File: src/rtl/frame_defs.sv
// Shared frame-buffer definitions for the DDR2 fill and pixel-read paths:
// geometry defaults, command encodings and address-field placement.
package frame_defs;

    localparam logic [5:0] FRAME_BASE_DEF  = 6'd1;
    localparam int         LINE_BURSTS_DEF = 100;
    localparam int         LINES_DEF       = 600;

    localparam logic [2:0] CMD_WRITE = 3'b000;
    localparam logic [2:0] CMD_READ  = 3'b001;

    localparam int X_W = 7;
    localparam int Y_W = 10;

    localparam int ADDR_W        = 31;
    localparam int ADDR_CMD_LSB  = 28;
    localparam int ADDR_BASE_LSB = 19;
    localparam int ADDR_Y_LSB    = 9;
    localparam int ADDR_X_LSB    = 2;

    typedef enum logic [1:0] {
        ST_IDLE  = 2'd0,
        ST_ADDR  = 2'd1,
        ST_DATA2 = 2'd2
    } fill_state_t;

    // Packs a command word; the two low bits select 8-pixel burst alignment.
    function automatic logic [ADDR_W-1:0] pack_addr(
        input logic [2:0]     cmd,
        input logic [5:0]     base,
        input logic [Y_W-1:0] y,
        input logic [X_W-1:0] x
    );
        logic [ADDR_W-1:0] a;
        a = '0;
        a[ADDR_CMD_LSB  +: 3]   = cmd;
        a[ADDR_BASE_LSB +: 6]   = base;
        a[ADDR_Y_LSB    +: Y_W] = y;
        a[ADDR_X_LSB    +: X_W] = x;
        return a;
    endfunction

endpackage

File: src/rtl/frame_filler_if.sv
// DDR2 controller write-side FIFO bundle: address/command FIFO and
// write-data FIFO with their full flags.
interface frame_filler_if;
   logic         af_full;
   logic         wdf_full;
   logic         af_wr_en;
   logic [30:0]  af_addr_din;
   logic         wdf_wr_en;
   logic [127:0] wdf_din;
   logic [15:0]  wdf_mask_din;

   modport master (
      input  af_full, wdf_full,
      output af_wr_en, af_addr_din, wdf_wr_en, wdf_din, wdf_mask_din
   );

   modport slave (
      output af_full, wdf_full,
      input  af_wr_en, af_addr_din, wdf_wr_en, wdf_din, wdf_mask_din
   );
endinterface

File: src/rtl/frame_filler.sv
// Fills a whole DDR2 frame buffer with one colour, one 256-bit burst
// (one address push, two data beats) per 8 pixels, x-fastest.
module frame_filler
   import frame_defs::*;
#(
   parameter logic [5:0] FRAME_BASE  = FRAME_BASE_DEF,
   parameter int         LINE_BURSTS = LINE_BURSTS_DEF,
   parameter int         LINES       = LINES_DEF
) (
   input  logic          cpu_clk_g,
   input  logic          rst,
   input  logic          start,
   input  logic [23:0]   color,
   output logic          ready,
   output logic          done,
   frame_filler_if.master ddr
);

   localparam logic [X_W-1:0] X_LAST = X_W'(LINE_BURSTS - 1);
   localparam logic [Y_W-1:0] Y_LAST = Y_W'(LINES - 1);

   fill_state_t    state_reg, state_next;
   logic [X_W-1:0] x_reg, x_next;
   logic [Y_W-1:0] y_reg, y_next;
   logic [23:0]    color_reg, color_next;
   logic           done_reg, done_next;
   logic           af_push, wdf_push, idle;

   always_ff @(posedge cpu_clk_g) begin
      if (rst) begin
         state_reg <= ST_IDLE;
         x_reg     <= '0;
         y_reg     <= '0;
         color_reg <= '0;
         done_reg  <= 1'b0;
      end else begin
         state_reg <= state_next;
         x_reg     <= x_next;
         y_reg     <= y_next;
         color_reg <= color_next;
         done_reg  <= done_next;
      end
   end

   always_comb begin
      state_next = state_reg;
      x_next     = x_reg;
      y_next     = y_reg;
      color_next = color_reg;
      done_next  = 1'b0;
      af_push    = 1'b0;
      wdf_push   = 1'b0;
      idle       = 1'b0;
      case (state_reg)
         ST_IDLE: begin
            idle = 1'b1;
            if (start) begin
               color_next = color;
               x_next     = '0;
               y_next     = '0;
               state_next = ST_ADDR;
            end
         end
         ST_ADDR: begin
            // Address and first beat go together so a burst is never split.
            if (!ddr.af_full && !ddr.wdf_full) begin
               af_push    = 1'b1;
               wdf_push   = 1'b1;
               state_next = ST_DATA2;
            end
         end
         ST_DATA2: begin
            if (!ddr.wdf_full) begin
               wdf_push = 1'b1;
               if (x_reg == X_LAST && y_reg == Y_LAST) begin
                  state_next = ST_IDLE;
                  done_next  = 1'b1;
               end else begin
                  state_next = ST_ADDR;
                  if (x_reg == X_LAST) begin
                     x_next = '0;
                     y_next = y_reg + 1'b1;
                  end else begin
                     x_next = x_reg + 1'b1;
                  end
               end
            end
         end
         default: state_next = ST_IDLE;
      endcase
   end

   // Reset masks the outputs immediately so nothing leaks during the reset cycle.
   assign ready        = idle | rst;
   assign done         = done_reg & ~rst;
   assign ddr.af_wr_en  = af_push & ~rst;
   assign ddr.wdf_wr_en = wdf_push & ~rst;
   assign ddr.af_addr_din  = pack_addr(CMD_WRITE, FRAME_BASE, y_reg, x_reg);
   assign ddr.wdf_mask_din = 16'h0000;

   for (genvar gi = 0; gi < 4; gi++) begin : g_pixel_lane
      assign ddr.wdf_din[gi*32 +: 32] = {8'h00, color_reg};
   end

endmodule

File: src/flat_wrapper.sv
// flat-port wrapper written by rule: the top's interface ports become plain ports
module frame_filler_flat import frame_defs::*;
#(
   parameter logic [5:0] FRAME_BASE  = FRAME_BASE_DEF,
   parameter int         LINE_BURSTS = LINE_BURSTS_DEF,
   parameter int         LINES       = LINES_DEF
)
  (cpu_clk_g, rst, start, color, ready, done, ddr_af_full, ddr_wdf_full, ddr_af_wr_en, ddr_af_addr_din, ddr_wdf_wr_en, ddr_wdf_din, ddr_wdf_mask_din);
  frame_filler_if ddr_i ();
  input  logic cpu_clk_g;
  input  logic rst;
  input  logic start;
  input  logic [23:0] color;
  output logic ready;
  output logic done;
  input wire logic [$bits(ddr_i.af_full)-1:0] ddr_af_full;
  input wire logic [$bits(ddr_i.wdf_full)-1:0] ddr_wdf_full;
  output wire logic [$bits(ddr_i.af_wr_en)-1:0] ddr_af_wr_en;
  output wire logic [$bits(ddr_i.af_addr_din)-1:0] ddr_af_addr_din;
  output wire logic [$bits(ddr_i.wdf_wr_en)-1:0] ddr_wdf_wr_en;
  output wire logic [$bits(ddr_i.wdf_din)-1:0] ddr_wdf_din;
  output wire logic [$bits(ddr_i.wdf_mask_din)-1:0] ddr_wdf_mask_din;
  assign ddr_i.af_full = ddr_af_full;
  assign ddr_i.wdf_full = ddr_wdf_full;
  assign ddr_af_wr_en = ddr_i.af_wr_en;
  assign ddr_af_addr_din = ddr_i.af_addr_din;
  assign ddr_wdf_wr_en = ddr_i.wdf_wr_en;
  assign ddr_wdf_din = ddr_i.wdf_din;
  assign ddr_wdf_mask_din = ddr_i.wdf_mask_din;
  frame_filler #(.FRAME_BASE(FRAME_BASE), .LINE_BURSTS(LINE_BURSTS), .LINES(LINES)) u_core (.cpu_clk_g(cpu_clk_g), .rst(rst), .start(start), .color(color), .ready(ready), .done(done), .ddr(ddr_i));
endmodule
File: config.mk
export PLATFORM = sky130hd
export DESIGN_NAME = frame_filler_flat
export DESIGN_NICKNAME = d
export VERILOG_FILES = /design/src/rtl/frame_defs.sv /design/src/rtl/frame_filler_if.sv /design/src/rtl/frame_filler.sv /design/src/flat_wrapper.sv
export SDC_FILE = /design/constraint.sdc
export NUM_CORES = 1
export LEC_CHECK = 0
export BUFFER_PORTS_ARGS = -buffer_cell sky130_fd_sc_hd__buf_2
export CAP_MARGIN = 30
export CORE_MARGIN = 3
export CORE_UTILIZATION = 46
export DETAILED_ROUTE_END_ITERATION = 8
export PLACE_DENSITY_LB_ADDON = 0.05
export RECOVER_POWER = 50
export SLEW_MARGIN = 20
export SYNTH_ARGS = -nofsm -noshare
export SYNTH_HDL_FRONTEND = slang
export SYNTH_SLANG_ARGS = --single-unit
File: constraint.sdc
create_clock -name cpu_clk_g -period 2.65 [get_ports cpu_clk_g]
set_input_delay 0.1325 -clock cpu_clk_g [delete_from_list [all_inputs] [get_ports cpu_clk_g]]
set_output_delay 0.1325 -clock cpu_clk_g [all_outputs]
set_load 0.02 [all_outputs]
==> impl_metrics.xml, run 1 <==
<?xml version="1.0" encoding="UTF-8"?>
<metrics>
  <group name="synthesis">
    <metric name="main_combinational_cell_family_by_area_after_synthesis" unit="">buffers and inverters</metric>
    <metric name="area_share_of_the_largest_cell_type_after_synthesis" unit="">0.324</metric>
    <metric name="multiplexer_share_of_the_synthesized_area" unit="">0.00644</metric>
    <metric name="yosys.area_share.simple" unit="">0.191</metric>
    <metric name="share_of_synthesized_area_occupied_by_flip_flops_and_latches" unit="">0.284</metric>
    <metric name="synth_cells" unit="">394</metric>
    <metric name="ys_types" unit="">43</metric>
    <metric name="post-synth-top-area-cell" unit="">sky130_fd_sc_hd__buf_4</metric>
    <metric name="synth_flop_cell" unit="">sky130_fd_sc_hd__dfxtp_1</metric>
    <metric name="ys_top_cells_by_area" unit="">sky130_fd_sc_hd__buf_4, sky130_fd_sc_hd__dfxtp_1, sky130_fd_sc_hd__nand2_1, sky130_fd_sc_hd__a21oi_1, sky130_fd_sc_hd__a31oi_1</metric>
    <metric name="adder_cell_fraction_of_synth_area" unit="">0.0242</metric>
    <metric name="synth.ff_latch_count" unit="">44</metric>
    <metric name="synth.yosys.warnings" unit="">0</metric>
    <metric name="synth-compound-area-share" unit="">0.138</metric>
    <metric name="post_synth.cell_area_avg" unit="µm²">7.89</metric>
    <metric name="post_synth_instance_area" unit="µm²">3110</metric>
    <metric name="synthArstFlopShare" unit="">0</metric>
    <metric name="synth_edf_count" unit="">0</metric>
    <metric name="post_synth_xor_area_fraction" unit="">0.00282</metric>
  </group>
  <group name="clock_tree">
    <metric name="tritoncts" unit="">done</metric>
    <metric name="clkLatencyLatePin" unit="ns">0.29</metric>
    <metric name="post_cts_resize_count" unit="">0</metric>
    <metric name="register_clock_pin_slew_on_the_reported_worst_setup_and_hold_paths" unit="ns">0.08</metric>
    <metric name="cts_made_buffers" unit="">5</metric>
    <metric name="root_buffer" unit="">sky130_fd_sc_hd__clkbuf_8</metric>
    <metric name="cts.repair_timing.setup_buffer_count" unit="">0</metric>
    <metric name="maximum_count_of_clock_buffers_along_a_single_path" unit="">2</metric>
    <metric name="numClockSinks" unit="">44</metric>
    <metric name="cts.hold.buffers_added" unit="">0</metric>
    <metric name="htreeDepth" unit="">2</metric>
  </group>
  <group name="detailed_routing">
    <metric name="detail_route.first_pass.iterations" unit="">4</metric>
    <metric name="detail_route.wirelength" unit="µm">7300</metric>
    <metric name="top_layer" unit="">met4</metric>
    <metric name="vias" unit="">2602</metric>
    <metric name="detailedRoute.firstIterationViolations" unit="">64</metric>
    <metric name="dr_wl_met3" unit="µm">568</metric>
    <metric name="ant_nets" unit="">0</metric>
    <metric name="met2RoutedLength" unit="µm">3610</metric>
    <metric name="wl_per_cell" unit="µm">13.5</metric>
    <metric name="drc" unit="">0</metric>
    <metric name="wirelength_met1" unit="µm">3070</metric>
    <metric name="via_per_inst" unit="">4.80</metric>
  </group>
  <group name="placement">
    <metric name="placedInstanceArea" unit="µm²">3140</metric>
    <metric name="gp_routability_congestion" unit="">0.857</metric>
    <metric name="dpl_worst_slack" unit="ns">0.521</metric>
    <metric name="placed_cells" unit="">534</metric>
    <metric name="port_buffers" unit="">145</metric>
    <metric name="dp_hpwl" unit="µm">5450</metric>
  </group>
  <group name="worst_hold_path">
    <metric name="worstHoldStart" unit="">color[17]</metric>
    <metric name="timing.hold.worst.class" unit="">in -&gt; reg</metric>
  </group>
  <group name="floorplan">
    <metric name="placement_rows" unit="">29</metric>
    <metric name="die_width" unit="µm">88.2</metric>
    <metric name="dieHeight" unit="µm">88.2</metric>
    <metric name="fp.coreArea" unit="µm²">6460</metric>
    <metric name="fp.dieArea" unit="µm²">7780</metric>
    <metric name="initial_util" unit="">0.481</metric>
    <metric name="io-pin-count" unit="">208</metric>
  </group>
  <group name="sta">
    <metric name="grt_setup_unrepaired" unit="">no</metric>
    <metric name="fin_skew" unit="ns">0.00284</metric>
    <metric name="max_freq" unit="GHz">0.474</metric>
    <metric name="worst-slew-pin-transition" unit="ns">0.858</metric>
    <metric name="period_minus_slack" unit="ns">2.11</metric>
    <metric name="final-hold-violation-count" unit="">0</metric>
    <metric name="setup_violations" unit="">0</metric>
    <metric name="final.setup.worst_slack" unit="ns">0.541</metric>
    <metric name="max_slew_margin" unit="">0.427</metric>
    <metric name="final_max_slew_viol_count" unit="">0</metric>
    <metric name="setup_tns" unit="ns">0</metric>
    <metric name="min_period_over_period" unit="">0.796</metric>
  </group>
  <group name="power_and_ir_drop">
    <metric name="p_leak" unit="nW">1.40</metric>
    <metric name="peakVddDrop" unit="V">0.000204</metric>
    <metric name="fin_total_pwr" unit="mW">1.84</metric>
    <metric name="total_power_divided_by_cell_area" unit="nW/µm²">584</metric>
  </group>
  <group name="cells_and_area">
    <metric name="num_antenna_cells" unit="">0</metric>
    <metric name="finalNetCount" unit="">499</metric>
    <metric name="drive_gt1_frac" unit="">0.183</metric>
    <metric name="filler_cell_count" unit="">726</metric>
    <metric name="multiInputGateArea" unit="µm²">1360</metric>
    <metric name="ff_latch_area" unit="µm²">881</metric>
    <metric name="largest_register_ff_count" unit="">24</metric>
    <metric name="layout_commonest_cell" unit="">sky130_fd_sc_hd__clkbuf_1</metric>
    <metric name="post-route-cell-area" unit="µm²">3150</metric>
    <metric name="areaGrowthSynthToFinish" unit="%">1.25</metric>
    <metric name="layout.cells.non_filler" unit="">542</metric>
    <metric name="layout_common_cells" unit="">sky130_fd_sc_hd__clkbuf_1, sky130_fd_sc_hd__buf_2, sky130_fd_sc_hd__conb_1, sky130_fd_sc_hd__nand2_1, sky130_fd_sc_hd__dfxtp_1</metric>
  </group>
  <group name="status">
    <metric name="outcome" unit="">finished, final reports clean</metric>
  </group>
  <group name="run">
    <metric name="maxCapViolCount" unit="">0</metric>
  </group>
  <group name="setup_path">
    <metric name="r2r-start" unit="">u_core.state_reg[0]</metric>
    <metric name="reg2reg_setup_slack" unit="ns">0.54</metric>
    <metric name="startpoint" unit="">u_core.state_reg[0]</metric>
    <metric name="worstSetupPathType" unit="">reg -&gt; reg</metric>
    <metric name="cp_data_arrival_time" unit="ns">2.32</metric>
    <metric name="worst-path-max-fanout" unit="">14</metric>
    <metric name="required" unit="ns">2.87</metric>
    <metric name="critical_path.startpoint_type" unit="">register</metric>
    <metric name="endpoint_kind" unit="">register</metric>
  </group>
  <group name="global_routing">
    <metric name="maximum_number_of_pins_on_one_net_before_global_route_repair" unit="">30</metric>
    <metric name="globalRouteTotalUtil" unit="">0.166</metric>
    <metric name="grt_overflow" unit="">0</metric>
    <metric name="initial_antenna_violation_count" unit="">0</metric>
    <metric name="grt_pass1_wl" unit="µm">10400</metric>
    <metric name="grt_pass1_vias" unit="">2060</metric>
  </group>
</metrics>
[area by class of cell]
type | count | area share
repair buffers | 151 | 0.213
clock buffers | 6 | 0.0231
flip-flops and latches | 44 | 0.280
inverters | 8 | 0.00955
multi-input cells | 254 | 0.432
well taps | 77 | 0.0306
clock inverters | 2 | 0.0111
[worst max-delay path, stage by stage, from the launching register on]
cell and delay (ns):
sky130_fd_sc_hd__dfxtp_1 0.34, sky130_fd_sc_hd__inv_1 0.08, sky130_fd_sc_hd__ha_1 0.45, sky130_fd_sc_hd__inv_1 0.22
sky130_fd_sc_hd__nor4_1 0.36, sky130_fd_sc_hd__buf_4 0.20, sky130_fd_sc_hd__nand3_1 0.16, sky130_fd_sc_hd__o31ai_1 0.22
[power by group]
group / switching (mW) / total [mW] / leakage, nW / internal, mW
Combinational: 0.434 / 0.576 / 0.982 / 0.142
Clock: 0.238 / 0.518 / 0.0552 / 0.280
Sequential: 0.0435 / 0.742 / 0.358 / 0.698
[routing by layer]
layer  global-route usage  vias to the layer above
li1                     -                     1279
met1                0.217                     1196
met2                0.283                      122
met3               0.0310                        5
met4               0.0412                        0
met5                    0                        -
[final timing paths]
check,to,cells after the start
worst max-delay path,u_core.y_reg[6],7
worst min-delay path,u_core.color_reg[17],3
worst max register to register,u_core.y_reg[6],7
worst min register to register,u_core.x_reg[1],2
[stage by stage]
step | hold slack, ns | util
finish | 0.0660 | 0.487
global route | 0.0569 | 0.487
CTS | 0.0551 | 0.503
detailed placement | 0.379 | 0.486
global placement | 0.374 | 0.486
floorplan | 0.269 | -
[synthesized netlist by cell type, types with 2 or more instances]
| library cell | n |
|---|---|
| sky130_fd_sc_hd__a21oi_1 | 30 |
| sky130_fd_sc_hd__a311oi_1 | 5 |
| sky130_fd_sc_hd__a31oi_1 | 13 |
| sky130_fd_sc_hd__a41oi_1 | 2 |
| sky130_fd_sc_hd__and2_1 | 3 |
| sky130_fd_sc_hd__and3_1 | 7 |
| sky130_fd_sc_hd__buf_2 | 2 |
| sky130_fd_sc_hd__buf_4 | 134 |
| sky130_fd_sc_hd__clkbuf_1 | 12 |
| sky130_fd_sc_hd__conb_1 | 2 |
| sky130_fd_sc_hd__dfxtp_1 | 44 |
| sky130_fd_sc_hd__ha_1 | 6 |
| sky130_fd_sc_hd__inv_1 | 8 |
| sky130_fd_sc_hd__mux2i_1 | 2 |
| sky130_fd_sc_hd__nand2_1 | 58 |
| sky130_fd_sc_hd__nand2b_1 | 9 |
| sky130_fd_sc_hd__nand3_1 | 7 |
| sky130_fd_sc_hd__nand4_1 | 6 |
| sky130_fd_sc_hd__nor2_1 | 3 |
| sky130_fd_sc_hd__nor2b_1 | 3 |
| sky130_fd_sc_hd__nor3_1 | 2 |
| sky130_fd_sc_hd__nor4_1 | 5 |
| sky130_fd_sc_hd__nor4b_1 | 2 |
| sky130_fd_sc_hd__o21ai_0 | 2 |
| sky130_fd_sc_hd__o21ai_1 | 4 |
| sky130_fd_sc_hd__o2bb2ai_1 | 2 |
| sky130_fd_sc_hd__o31a_1 | 2 |
| sky130_fd_sc_hd__o31ai_1 | 2 |
| sky130_fd_sc_hd__or2_2 | 3 |
[logic make-up (layout without fill, tap and decap cells)]
kind of cell | after synthesis | in the layout
buf+inv | 156 | 167
simple gates | 115 | 115
compound gates | 68 | 68
flops | 44 | 44
fa+ha+maj | 6 | 6
other cells | 2 | 62
mux | 2 | 2
xor+xnor | 1 | 1
(Power assumes the default switching activity.)
==> run 2, diff against run 1 <==
--- a/config.mk
+++ b/config.mk
@@ -5,10 +5,11 @@
 export SDC_FILE = /design/constraint.sdc
 export NUM_CORES = 1
 export LEC_CHECK = 0
+export ABC_AREA = 1
 export BUFFER_PORTS_ARGS = -buffer_cell sky130_fd_sc_hd__buf_2
 export CAP_MARGIN = 30
 export CORE_MARGIN = 3
-export CORE_UTILIZATION = 46
+export CORE_UTILIZATION = 44
 export DETAILED_ROUTE_END_ITERATION = 8
 export PLACE_DENSITY_LB_ADDON = 0.05
 export RECOVER_POWER = 50
==> constraint.sdc (replaced) <==
create_clock -name cpu_clk_g -period 2.1 [get_ports cpu_clk_g]
set_input_delay 0.105 -clock cpu_clk_g [delete_from_list [all_inputs] [get_ports cpu_clk_g]]
set_output_delay 0.105 -clock cpu_clk_g [all_outputs]
set_load 0.02 [all_outputs]
==> run 2 against run 1 <==
Net effect:
- flip-flop and latch count unchanged
- synthesized cell count grew 18%
- design area up 6.7%
- total power grew 50%
- clock power up 33%
- sequential power grew 37%
- clock skew rose by 0.0073 ns
==> impl_metrics.xml, run 2 <==
<?xml version="1.0" encoding="UTF-8"?>
<metrics>
  <group name="synthesis">
    <metric name="post_synth.cell_area_avg" unit="µm²">7.13</metric>
    <metric name="post_synth_instance_area" unit="µm²">3300</metric>
    <metric name="ys_types" unit="">33</metric>
    <metric name="share_of_synthesized_area_occupied_by_flip_flops_and_latches" unit="">0.267</metric>
    <metric name="synth_cells" unit="">463</metric>
    <metric name="area_share_of_the_largest_cell_type_after_synthesis" unit="">0.305</metric>
    <metric name="synth.yosys.warnings" unit="">0</metric>
    <metric name="synth_edf_count" unit="">0</metric>
    <metric name="synthArstFlopShare" unit="">0</metric>
    <metric name="post-synth-top-count-cell" unit="">sky130_fd_sc_hd__buf_4</metric>
    <metric name="post-synth-top-area-cell" unit="">sky130_fd_sc_hd__buf_4</metric>
    <metric name="ys_top_cells_by_area" unit="">sky130_fd_sc_hd__buf_4, sky130_fd_sc_hd__dfxtp_1, sky130_fd_sc_hd__nor2_1, sky130_fd_sc_hd__nand2_1, sky130_fd_sc_hd__o21ai_0</metric>
    <metric name="synth.ff_latch_count" unit="">44</metric>
    <metric name="synth_flop_cell" unit="">sky130_fd_sc_hd__dfxtp_1</metric>
    <metric name="synthTopCellsByCount" unit="">sky130_fd_sc_hd__buf_4, sky130_fd_sc_hd__nor2_1, sky130_fd_sc_hd__nand2_1</metric>
  </group>
  <group name="status">
    <metric name="outcome" unit="">finished, final reports clean</metric>
  </group>
  <group name="floorplan">
    <metric name="die_width" unit="µm">92.6</metric>
    <metric name="initial_util" unit="">0.470</metric>
    <metric name="fp.coreArea" unit="µm²">7020</metric>
    <metric name="io-pin-count" unit="">208</metric>
    <metric name="fp.dieArea" unit="µm²">8580</metric>
    <metric name="dieHeight" unit="µm">92.6</metric>
    <metric name="placement_rows" unit="">30</metric>
  </group>
  <group name="cells_and_area">
    <metric name="post-route-cell-area" unit="µm²">3360</metric>
    <metric name="finalNetCount" unit="">571</metric>
    <metric name="areaGrowthSynthToFinish" unit="%">1.67</metric>
    <metric name="drive_gt1_frac" unit="">0.190</metric>
    <metric name="num_antenna_cells" unit="">0</metric>
    <metric name="layout_common_cells" unit="">sky130_fd_sc_hd__nor2_1, sky130_fd_sc_hd__clkbuf_1, sky130_fd_sc_hd__buf_2, sky130_fd_sc_hd__conb_1, sky130_fd_sc_hd__nand2_1</metric>
    <metric name="largest_register_ff_count" unit="">24</metric>
    <metric name="layout.cells.non_filler" unit="">633</metric>
  </group>
  <group name="sta">
    <metric name="fin_skew" unit="ns">0.0101</metric>
    <metric name="max_slew_margin" unit="">0.485</metric>
    <metric name="min_period_over_period" unit="">0.908</metric>
    <metric name="setup_violations" unit="">0</metric>
    <metric name="max_freq" unit="GHz">0.524</metric>
    <metric name="setup_tns" unit="ns">0</metric>
    <metric name="final_max_slew_viol_count" unit="">0</metric>
    <metric name="final.setup.worst_slack" unit="ns">0.193</metric>
    <metric name="grt_setup_unrepaired" unit="">no</metric>
    <metric name="worst-slew-pin-transition" unit="ns">0.772</metric>
    <metric name="final-hold-violation-count" unit="">0</metric>
    <metric name="period_minus_slack" unit="ns">1.91</metric>
  </group>
  <group name="clock_tree">
    <metric name="post_cts_resize_count" unit="">0</metric>
    <metric name="root_buffer" unit="">sky130_fd_sc_hd__clkbuf_8</metric>
    <metric name="maximum_count_of_clock_buffers_along_a_single_path" unit="">2</metric>
    <metric name="cts.repair_timing.setup_buffer_count" unit="">0</metric>
    <metric name="cts_made_buffers" unit="">5</metric>
    <metric name="htreeDepth" unit="">2</metric>
    <metric name="numClockSinks" unit="">44</metric>
    <metric name="tritoncts" unit="">done</metric>
    <metric name="clkLatencyLatePin" unit="ns">0.30</metric>
    <metric name="register_clock_pin_slew_on_the_reported_worst_setup_and_hold_paths" unit="ns">0.10</metric>
    <metric name="cts.hold.buffers_added" unit="">0</metric>
  </group>
  <group name="power_and_ir_drop">
    <metric name="peakVddDrop" unit="V">0.000363</metric>
    <metric name="fin_total_pwr" unit="mW">2.75</metric>
    <metric name="cellInternalPower" unit="mW">1.55</metric>
    <metric name="p_clk_frac" unit="">0.249</metric>
    <metric name="total_power_divided_by_cell_area" unit="nW/µm²">821</metric>
    <metric name="p_leak" unit="nW">1.60</metric>
    <metric name="total_switching_power" unit="mW">1.21</metric>
    <metric name="power.share.combinational" unit="">0.380</metric>
    <metric name="reg_power_frac" unit="">0.371</metric>
    <metric name="power.share.switching" unit="">0.439</metric>
  </group>
  <group name="global_routing">
    <metric name="globalRouteTotalUtil" unit="">0.166</metric>
    <metric name="grt_pass1_vias" unit="">2391</metric>
    <metric name="grt_pass1_wl" unit="µm">11700</metric>
    <metric name="maximum_number_of_pins_on_one_net_before_global_route_repair" unit="">25</metric>
    <metric name="initial_antenna_violation_count" unit="">0</metric>
    <metric name="grt_overflow" unit="">0</metric>
  </group>
  <group name="setup_path">
    <metric name="endpoint_kind" unit="">register</metric>
    <metric name="critical_path.startpoint_type" unit="">register</metric>
    <metric name="cp_data_arrival_time" unit="ns">2.11</metric>
    <metric name="required" unit="ns">2.30</metric>
    <metric name="worst-path-max-fanout" unit="">10</metric>
    <metric name="worstSetupPathType" unit="">reg -&gt; reg</metric>
  </group>
  <group name="placement">
    <metric name="gp_routability_congestion" unit="">0.803</metric>
    <metric name="dpl_worst_slack" unit="ns">0.207</metric>
    <metric name="placed_cells" unit="">625</metric>
    <metric name="placedInstanceArea" unit="µm²">3340</metric>
    <metric name="dp_hpwl" unit="µm">5920</metric>
    <metric name="port_buffers" unit="">145</metric>
  </group>
  <group name="worst_hold_path">
    <metric name="timing.hold.worst.class" unit="">in -&gt; reg</metric>
  </group>
  <group name="run">
    <metric name="maxCapViolCount" unit="">0</metric>
  </group>
  <group name="detailed_routing">
    <metric name="drc" unit="">0</metric>
    <metric name="wl_per_cell" unit="µm">12.0</metric>
    <metric name="via_per_inst" unit="">4.24</metric>
    <metric name="vias" unit="">2686</metric>
    <metric name="detailedRoute.firstIterationViolations" unit="">78</metric>
    <metric name="detail_route.wirelength" unit="µm">7610</metric>
    <metric name="detail_route.first_pass.iterations" unit="">4</metric>
    <metric name="ant_nets" unit="">0</metric>
  </group>
</metrics>
-- run 2: cell types whose count changed in the layout (fill, tap and decap cells not counted), moves of 4 or more --
cell                       delta
sky130_fd_sc_hd__inv_1       +17
sky130_fd_sc_hd__inv_2        +6
sky130_fd_sc_hd__and3_1       -7
sky130_fd_sc_hd__a21oi_1     -18
sky130_fd_sc_hd__nand3_1     +16
sky130_fd_sc_hd__nor2_1      +77
sky130_fd_sc_hd__nand2_2      +4
sky130_fd_sc_hd__nand2b_1     -9
sky130_fd_sc_hd__o21ai_0     +26
sky130_fd_sc_hd__a31oi_1     -13
sky130_fd_sc_hd__a311oi_1     -5
-- run 2: worst paths after layout --
path | from | end | slack (ns) | cells after the start
setup / recovery | u_core.state_reg[0] | u_core.y_reg[2] | 0.19 | 9
hold / removal | color[14] | u_core.color_reg[14] | 0.05 | 3
setup reg to reg | u_core.state_reg[0] | u_core.y_reg[2] | 0.19 | 9
hold reg to reg | u_core.x_reg[4] | u_core.x_reg[4] | 0.49 | 2
-- run 2: worst max-delay path: stages, from the launching register on --
cell                      delay (ns)
sky130_fd_sc_hd__dfxtp_1        0.34
sky130_fd_sc_hd__inv_1          0.10
sky130_fd_sc_hd__ha_1           0.45
sky130_fd_sc_hd__nor2_2         0.14
sky130_fd_sc_hd__nor2_8         0.20
sky130_fd_sc_hd__inv_2          0.08
sky130_fd_sc_hd__nor2_8         0.19
sky130_fd_sc_hd__nand2_4        0.11
sky130_fd_sc_hd__o21ai_1        0.13
sky130_fd_sc_hd__nor2_1         0.05
-- run 2: area by class of cell --
class | count | area [µm²]
fillers | 819 | 3660
multi-input cells | 302 | 1450
flip-flops and latches | 44 | 881
repair buffers | 150 | 663
inverters | 33 | 124
well taps | 96 | 120
clock buffers | 5 | 68.8
clock inverters | 3 | 46.3
-- run 2: logic make-up (layout without fill, tap and decap cells) --
group | count (synthesis) | after routing | share of synthesized area
other cells | 2 | 62 | 0.00228
xor+xnor | 3 | 3 | 0.00796
compound gates | 43 | 43 | 0.0675
fa+ha+maj | 6 | 6 | 0.0227
simple gates | 188 | 188 | 0.271
buf+inv | 177 | 191 | 0.361
flops | 44 | 44 | 0.267
-- run 2: stage by stage --
| stage | hold slack, ns | utilization |
|---|---|---|
| finish | 0.0465 | 0.478 |
| global route | 0.0576 | 0.478 |
| CTS | 0.0416 | 0.492 |
| detailed placement | 0.364 | 0.476 |
| global placement | 0.356 | 0.476 |
| floorplan | 0.271 | - |
-- run 2: power groups by stage --
stage / registers [mW] / clock network [mW] / logic [mW]
after CTS: 1.02 / 0.705 / 1.10
after global placement: 1.03 / 0 / 1.09
after detailed placement: 1.04 / 0 / 1.10
after global routing: 1.04 / 0.733 / 1.14
after floorplan: 1.12 / 0 / 0.988
final: 1.02 / 0.687 / 1.05
-- run 2: routing by layer --
layer / share of wire / GRT usage
met3: 0.076 / 0.0301
met2: 0.50 / 0.307
met1: 0.41 / 0.197
met4: 0.0091 / 0.0403
met5: 0 / 0
